--- src/rtl/acc_mod2nm1_pkg.sv ---
// Shared types and the behavioural end-around-carry reference for the
// mod (2^WIDTH - 1) stream accumulator.
package acc_mod2nm1_pkg;

    typedef enum logic [1:0] {
        IDLE,
        ACCUM,
        HOLD
    } state_e;

    // Double-zero end-around add: a sum equal to the modulus stays all-ones.
    function automatic logic [63:0] mod_add_ref(input logic [63:0] a,
                                                input logic [63:0] b,
                                                input int unsigned w);
        logic [63:0] m;
        logic [64:0] s;
        m = (64'd1 << w) - 64'd1;
        s = {1'b0, a & m} + {1'b0, b & m};
        if (s > {1'b0, m}) s = s - {1'b0, m};
        return s[63:0];
    endfunction

endpackage

--- src/rtl/acc_mod2nm1_stream_eac.sv ---
// Combinational WIDTH-bit end-around-carry adder; SPEED picks the carry
// prefix network (0 serial, 1 Brent-Kung, 2 Sklansky).
module eac_add_cell #(
    parameter int WIDTH = 8,
    parameter int SPEED = 0
) (
    input  logic [WIDTH-1:0] a_i,
    input  logic [WIDTH-1:0] b_i,
    output logic [WIDTH-1:0] sum_o
);
    localparam int LVL = (WIDTH > 1) ? $clog2(WIDTH) : 1;

    logic [WIDTH-1:0] gen;
    logic [WIDTH-1:0] prop;
    logic [WIDTH-1:0] grpG;
    logic [WIDTH-1:0] grpP;
    logic [WIDTH-1:0] carry;
    logic             carryOut;

    always_comb begin
        gen  = a_i & b_i;
        prop = a_i ^ b_i;
        grpG = gen;
        grpP = prop;
        if (SPEED == 0) begin
            for (int i = 1; i < WIDTH; i++) begin
                grpG[i] = grpG[i] | (grpP[i] & grpG[i-1]);
                grpP[i] = grpP[i] & grpP[i-1];
            end
        end else if (SPEED == 1) begin
            for (int l = 0; l < LVL; l++) begin
                for (int i = 0; i < WIDTH; i++) begin
                    if (((i + 1) % (2 << l)) == 0 && (i - (1 << l)) >= 0) begin
                        grpG[i] = grpG[i] | (grpP[i] & grpG[i - (1 << l)]);
                        grpP[i] = grpP[i] & grpP[i - (1 << l)];
                    end
                end
            end
            // Down-sweep fills the odd-span nodes from completed prefixes.
            for (int l = LVL - 1; l >= 0; l--) begin
                for (int i = 0; i < WIDTH; i++) begin
                    if (((i + 1) % (2 << l)) == (1 << l) && i >= (2 << l)) begin
                        grpG[i] = grpG[i] | (grpP[i] & grpG[i - (1 << l)]);
                        grpP[i] = grpP[i] & grpP[i - (1 << l)];
                    end
                end
            end
        end else begin
            for (int l = 0; l < LVL; l++) begin
                for (int i = 0; i < WIDTH; i++) begin
                    if (((i >> l) & 1) == 1) begin
                        grpG[i] = grpG[i] | (grpP[i] & grpG[((i >> l) << l) - 1]);
                        grpP[i] = grpP[i] & grpP[((i >> l) << l) - 1];
                    end
                end
            end
        end
        carryOut = grpG[WIDTH-1];
        carry    = '0;
        carry[0] = carryOut;
        for (int i = 1; i < WIDTH; i++) begin
            carry[i] = grpG[i-1] | (grpP[i-1] & carryOut);
        end
        sum_o = prop ^ carry;
    end

endmodule

--- src/rtl/acc_mod2nm1_stream.sv ---
// Framed multi-lane one's-complement accumulator with a valid/ready result.
// Define ACC_MOD2NM1_SINGLE_ZERO_EN to present an all-ones sum as zero.
module acc_mod2nm1_stream #(
    parameter int WIDTH = 8,
    parameter int LANES = 2,
    parameter int SPEED = 0,
    parameter int CNT_W = 16
) (
    input  logic                   clk_i,
    input  logic                   rst_i,
    input  logic                   in_valid_i,
    output logic                   in_ready_o,
    input  logic [LANES*WIDTH-1:0] in_data_i,
    input  logic [LANES-1:0]       in_mask_i,
    input  logic                   in_last_i,
    output logic                   out_valid_o,
    input  logic                   out_ready_i,
    output logic [WIDTH-1:0]       out_sum_o,
    output logic [CNT_W-1:0]       out_beats_o
);
    import acc_mod2nm1_pkg::*;

    state_e           state_q, state_d;
    logic [WIDTH-1:0] acc_q, acc_d;
    logic [CNT_W-1:0] beats_q, beats_d;
    logic             beatFire;
    logic [WIDTH-1:0] chain [LANES+1];
    logic [WIDTH-1:0] laneOp [LANES];

    // A new frame folds its first beat onto zero rather than the stale acc.
    assign chain[0] = (state_q == IDLE) ? '0 : acc_q;

    for (genvar k = 0; k < LANES; k++) begin : gLane
        assign laneOp[k] = in_mask_i[k] ? in_data_i[k*WIDTH +: WIDTH] : '0;
        eac_add_cell #(.WIDTH(WIDTH), .SPEED(SPEED)) uAdd (
            .a_i  (chain[k]),
            .b_i  (laneOp[k]),
            .sum_o(chain[k+1])
        );
    end

    assign beatFire = in_valid_i && in_ready_o;

    always_ff @(posedge clk_i) begin
        if (rst_i) begin
            state_q <= IDLE;
            acc_q   <= '0;
            beats_q <= '0;
        end else begin
            state_q <= state_d;
            acc_q   <= acc_d;
            beats_q <= beats_d;
        end
    end

    always_comb begin
        state_d = state_q;
        acc_d   = acc_q;
        beats_d = beats_q;
        case (state_q)
            IDLE: begin
                if (beatFire) begin
                    acc_d   = chain[LANES];
                    beats_d = CNT_W'(1);
                    state_d = in_last_i ? HOLD : ACCUM;
                end
            end
            ACCUM: begin
                if (beatFire) begin
                    acc_d   = chain[LANES];
                    beats_d = (&beats_q) ? beats_q : beats_q + CNT_W'(1);
                    if (in_last_i) state_d = HOLD;
                end
            end
            HOLD: begin
                if (out_ready_i) begin
                    state_d = IDLE;
                    acc_d   = '0;
                    beats_d = '0;
                end
            end
            default: state_d = IDLE;
        endcase
    end

    always_comb begin
        in_ready_o  = 1'b0;
        out_valid_o = 1'b0;
        case (state_q)
            IDLE, ACCUM: in_ready_o  = !rst_i;
            HOLD:        out_valid_o = 1'b1;
            default: ;
        endcase
    end

`ifdef ACC_MOD2NM1_SINGLE_ZERO_EN
    assign out_sum_o = (&acc_q) ? '0 : acc_q;
`else
    assign out_sum_o = acc_q;
`endif
    assign out_beats_o = beats_q;

endmodule

--- config.mk ---
export PLATFORM = sky130hd
export DESIGN_NAME = acc_mod2nm1_stream
export DESIGN_NICKNAME = d
export VERILOG_FILES = /design/src/rtl/acc_mod2nm1_pkg.sv /design/src/rtl/acc_mod2nm1_stream_eac.sv /design/src/rtl/acc_mod2nm1_stream.sv
export SDC_FILE = /design/constraint.sdc
export NUM_CORES = 1
export LEC_CHECK = 0
export BUFFER_PORTS_ARGS = -buffer_cell sky130_fd_sc_hd__buf_2
export CAP_MARGIN = 15
export CORE_MARGIN = 1.5
export CORE_UTILIZATION = 54
export DETAILED_ROUTE_END_ITERATION = 6
export PLACE_DENSITY = 0.8
export SYNTH_ARGS = -nofsm -noshare
export SYNTH_HDL_FRONTEND = slang
export SYNTH_SLANG_ARGS = --single-unit
export TNS_END_PERCENT = 1
--- constraint.sdc ---
create_clock -name clk_i -period 7.15 [get_ports clk_i]
set_input_delay 0.715 -clock clk_i [delete_from_list [all_inputs] [get_ports clk_i]]
set_output_delay 0.715 -clock clk_i [all_outputs]
set_load 0.005 [all_outputs]
==> metrics list <==
- Sorting the synthesized cells by how often they occur yields sky130_fd_sc_hd__dfxtp_1 (26), sky130_fd_sc_hd__a21oi_1 (21), sky130_fd_sc_hd__ha_1 (20), sky130_fd_sc_hd__nand2_1 (19), sky130_fd_sc_hd__nor2_1 (19).
* Leakage dissipation: approximately 1.1 nW
- After detailed routing, the total wire length is 5250 µm.
- CTS Buf Count: 3
- Yosys mapped the design onto 55 distinct sky130hd cell types.
* Slew Viols, Final: 0
- Number of endpoints failing setup at the final stage: 0
- STA classifies the critical path startpoint as a flip-flop.
- The total area inside the core boundary comes to between 3000 and 4000 µm².
- Largest net degree at the start of global routing: 20
- Count of warnings emitted by yosys: 0
* Number of register bits inferred by synthesis: 26
- Synth Flop Type: sky130_fd_sc_hd__dfxtp_1
- Final Skew: ~0.0086 ns
* Std cell rows: 22
- For this run, the detailed router's first-pass iteration total came to 4.
- The mapped netlist covers about 2200 µm².
- After detailed routing, the number of remaining DRC violations is 0.
- Antenna cells: 0
* Routed Antenna Nets: 0
* Die outline area: between 4000 and 5000 µm²
* Final critical path time including I/O delays and setup: between 4 and 5 ns
- Share of cells above drive strength 1: a little under a fifth
* Fin crit share: between 60% and 70%
- Dividing the synthesized area by the synthesized cell count gives around 8 µm².
* Portion of the post-synthesis area used by sequential elements: between 20% and 30%
- After clock tree synthesis, the clock-pin slew on the worst setup and hold paths is around 0.090 ns.
* Number of hold violations in the final report: 0
* Area taken by multi-input logic gates: 1580 µm²
- Counting every sink on the clock net gives 26.
- Clock tree from TritonCTS: done
- For this configuration, the core starts out at a cell density of approximately 58%.
- The die is around 66 µm wide.
- Most frequently used cell type in the post-synthesis netlist: sky130_fd_sc_hd__dfxtp_1
- Global routing consumed, over all layers together, 24.7% of the routing resources.
- Hold is met by a little over 0.5 ns.
- The finished layout holds ~360 standard cells, fillers aside.
* Synth Net Count: roughly 320
* Gate Count Post-Synth: approximately 270
- Unrepaired setup endpoints after global routing: false
- By area the synthesized netlist is led by sky130_fd_sc_hd__dfxtp_1 (24%), sky130_fd_sc_hd__ha_1 (12%), sky130_fd_sc_hd__and2_1 (4.9%).
- Relative slew slack: 49.9%
- In this run the power density over the cells is ~140 nW/µm².
* CTS H-tree depth: 1
- Detailed placement HPWL: around 4300 µm
* Worst vdd ir: about 0.13 mV
- After global routing the overflow that remains totals 0.
- The number of antenna violations at the first check in global routing is 0.
* Wire length of the first global-routing pass: ~8700 µm
- STA puts the critical path data required time at 7.35 ns.
- The tree is rooted in a sky130_fd_sc_hd__clkbuf_8.
- Via count of the first global-routing pass: 1,894
- For the pin with the worst max-slew slack, the measured transition is 0.745 ns.
- The final layout contains between 300 and 400 nets.
* Highest Clock Rate: just over 0.2 GHz
- The layout has 339 filler cells.
- Flip-flop and latch area: approximately 520 µm²
- RePlAce Congestion: ~0.96
* Number of ports placed on the die boundary: a little under 50
- Result of the run: completed
- Data on the critical path arrives at its endpoint at 5.03 ns.
- Summed over all failing endpoints, the final setup total negative slack is 0 ns.
- From synthesis to final layout, the design area changed by 13.8%.
- Postcts setup bufs: 0
- Highest fanout seen on the critical path: 12
- In the routed layout, each cell is associated on average with a via count of between 5 and 6.
* Category of the most critical setup path: flip-flop to flip-flop
* Number of port buffers: 48
- Share of flip-flops with an asynchronous set or reset after synthesis: 0%
- The clock passes through at most 2 buffers.
- Drt first-iter violations: 180
- CTS resizes: 0
- Hold Buf Count CTS: 0
- Synth area leader: sky130_fd_sc_hd__dfxtp_1
- In this run the worst hold path is classified as flip-flop to flip-flop.
- Fraction of post-synthesis cell area in the top cell type by area: 23.9%
- Routed via count: 2,170
- The number of placed instances, taps included, is between 300 and 400.
* Max Cap Violations: 0
- Worst skew pair latency: ~0.27 ns
- The worst setup path is captured at a flip-flop.
- In the final routed layout, each cell accounts on average for roughly 15 µm.
* Die outline height: 66.4 µm
* Number of enable-type register cells in the synthesized netlist: 0
## stage by stage
stage	power (mW)	instance area [µm²]	setup slack [ns]	util, %
after floorplan	0.245	2170	2.77	-
after global placement	0.275	2430	2.52	64.5
after detailed placement	0.277	2430	2.34	64.5
after CTS	0.357	2470	2.37	65.6
after global routing	0.379	2470	1.98	65.6
final	0.356	2470	2.32	65.6
## worst paths after layout
kind / from / end / slack [ns] / cells past startpoint
max: state_q[0] / out_sum_o[1] / 2.32 / 18
min: out_sum_o[0] / out_sum_o[0] / 0.51 / 2
max reg2reg: state_q[0] / out_sum_o[1] / 2.32 / 18
min reg2reg: out_sum_o[0] / out_sum_o[0] / 0.51 / 2
## sequential cells by signal, summed over array words and instances, names as in the netlist
| signal | flops |
|---|---|
| out_beats_o | 16 |
| out_sum_o | 8 |
| state_q | 2 |
## critical path: stages (launching register included)
cell	delay, ns
sky130_fd_sc_hd__dfxtp_1	0.34
sky130_fd_sc_hd__inv_1	0.08
sky130_fd_sc_hd__ha_1	0.44
sky130_fd_sc_hd__nor2b_1	0.12
sky130_fd_sc_hd__ha_1	0.40
sky130_fd_sc_hd__a2111oi_1	0.51
sky130_fd_sc_hd__nand2b_1	0.18
sky130_fd_sc_hd__a311o_1	0.41
sky130_fd_sc_hd__xor2_1	0.15
sky130_fd_sc_hd__ha_1	0.38
sky130_fd_sc_hd__a2111oi_2	0.42
sky130_fd_sc_hd__o21ai_1	0.11
sky130_fd_sc_hd__and2_1	0.22
sky130_fd_sc_hd__o21ai_0	0.16
sky130_fd_sc_hd__nand2b_1	0.09
sky130_fd_sc_hd__fa_1	0.38
sky130_fd_sc_hd__xor2_1	0.14
sky130_fd_sc_hd__nand3_1	0.08
sky130_fd_sc_hd__a21oi_1	0.16
## final cells by class
cell class | count | share of cell area, %
multi-input combinational | 228 | 63.8
sequential | 26 | 21.1
timing repair buffer | 48 | 9.72
tap | 48 | 2.43
clock buffer | 3 | 1.67
inverter | 9 | 1.37
## kinds of logic (layout without fill, tap and decap cells)
kind of cell    Yosys count  in the layout  synth area share (%)
fa+ha+maj                22             22                  13.4
simple gates            119            119                  30.3
mux                       1              1                 0.461
buf+inv                  17             60                  3.51
xor+xnor                 18             18                  7.25
compound gates           68             68                  21.2
flops                    26             26                  23.9
## cell usage in the layout, fill, tap and decap left out, drive strengths merged, types with 6 or more instances in the layout
cell type  netlist  routed
nand2           19      19
o21ai           17      17
ha              20      20
a21oi           21      21
xor2            12      12
buf              4      48
nand4            6       6
a22o             6       6
and2            17      17
nor2b           13      13
nor2            19      19
nand3           15      15
dfxtp           26      26
nor3             6       6
inv              9       9
xnor2            6       6
## layer usage
layer  vias to the layer above  wire, µm  GRT usage (%)
met5                         -         0              0
met4                         0         2           1.79
met3                         2       237           4.09
met2                        67      2360           37.5
met1                      1025      2660           37.7
li1                       1076         -              -
## report_power, final
part | switching [mW] | total [mW] | leakage (nW) | internal [mW]
registers | 0.00723 | 0.160 | 0.211 | 0.152
logic | 0.0669 | 0.116 | 0.865 | 0.0487
clock network | 0.0427 | 0.0804 | 0.0216 | 0.0377
total | 0.117 | 0.356 | 1.10 | 0.239
Note: power is estimated with default switching activity, not from simulation.
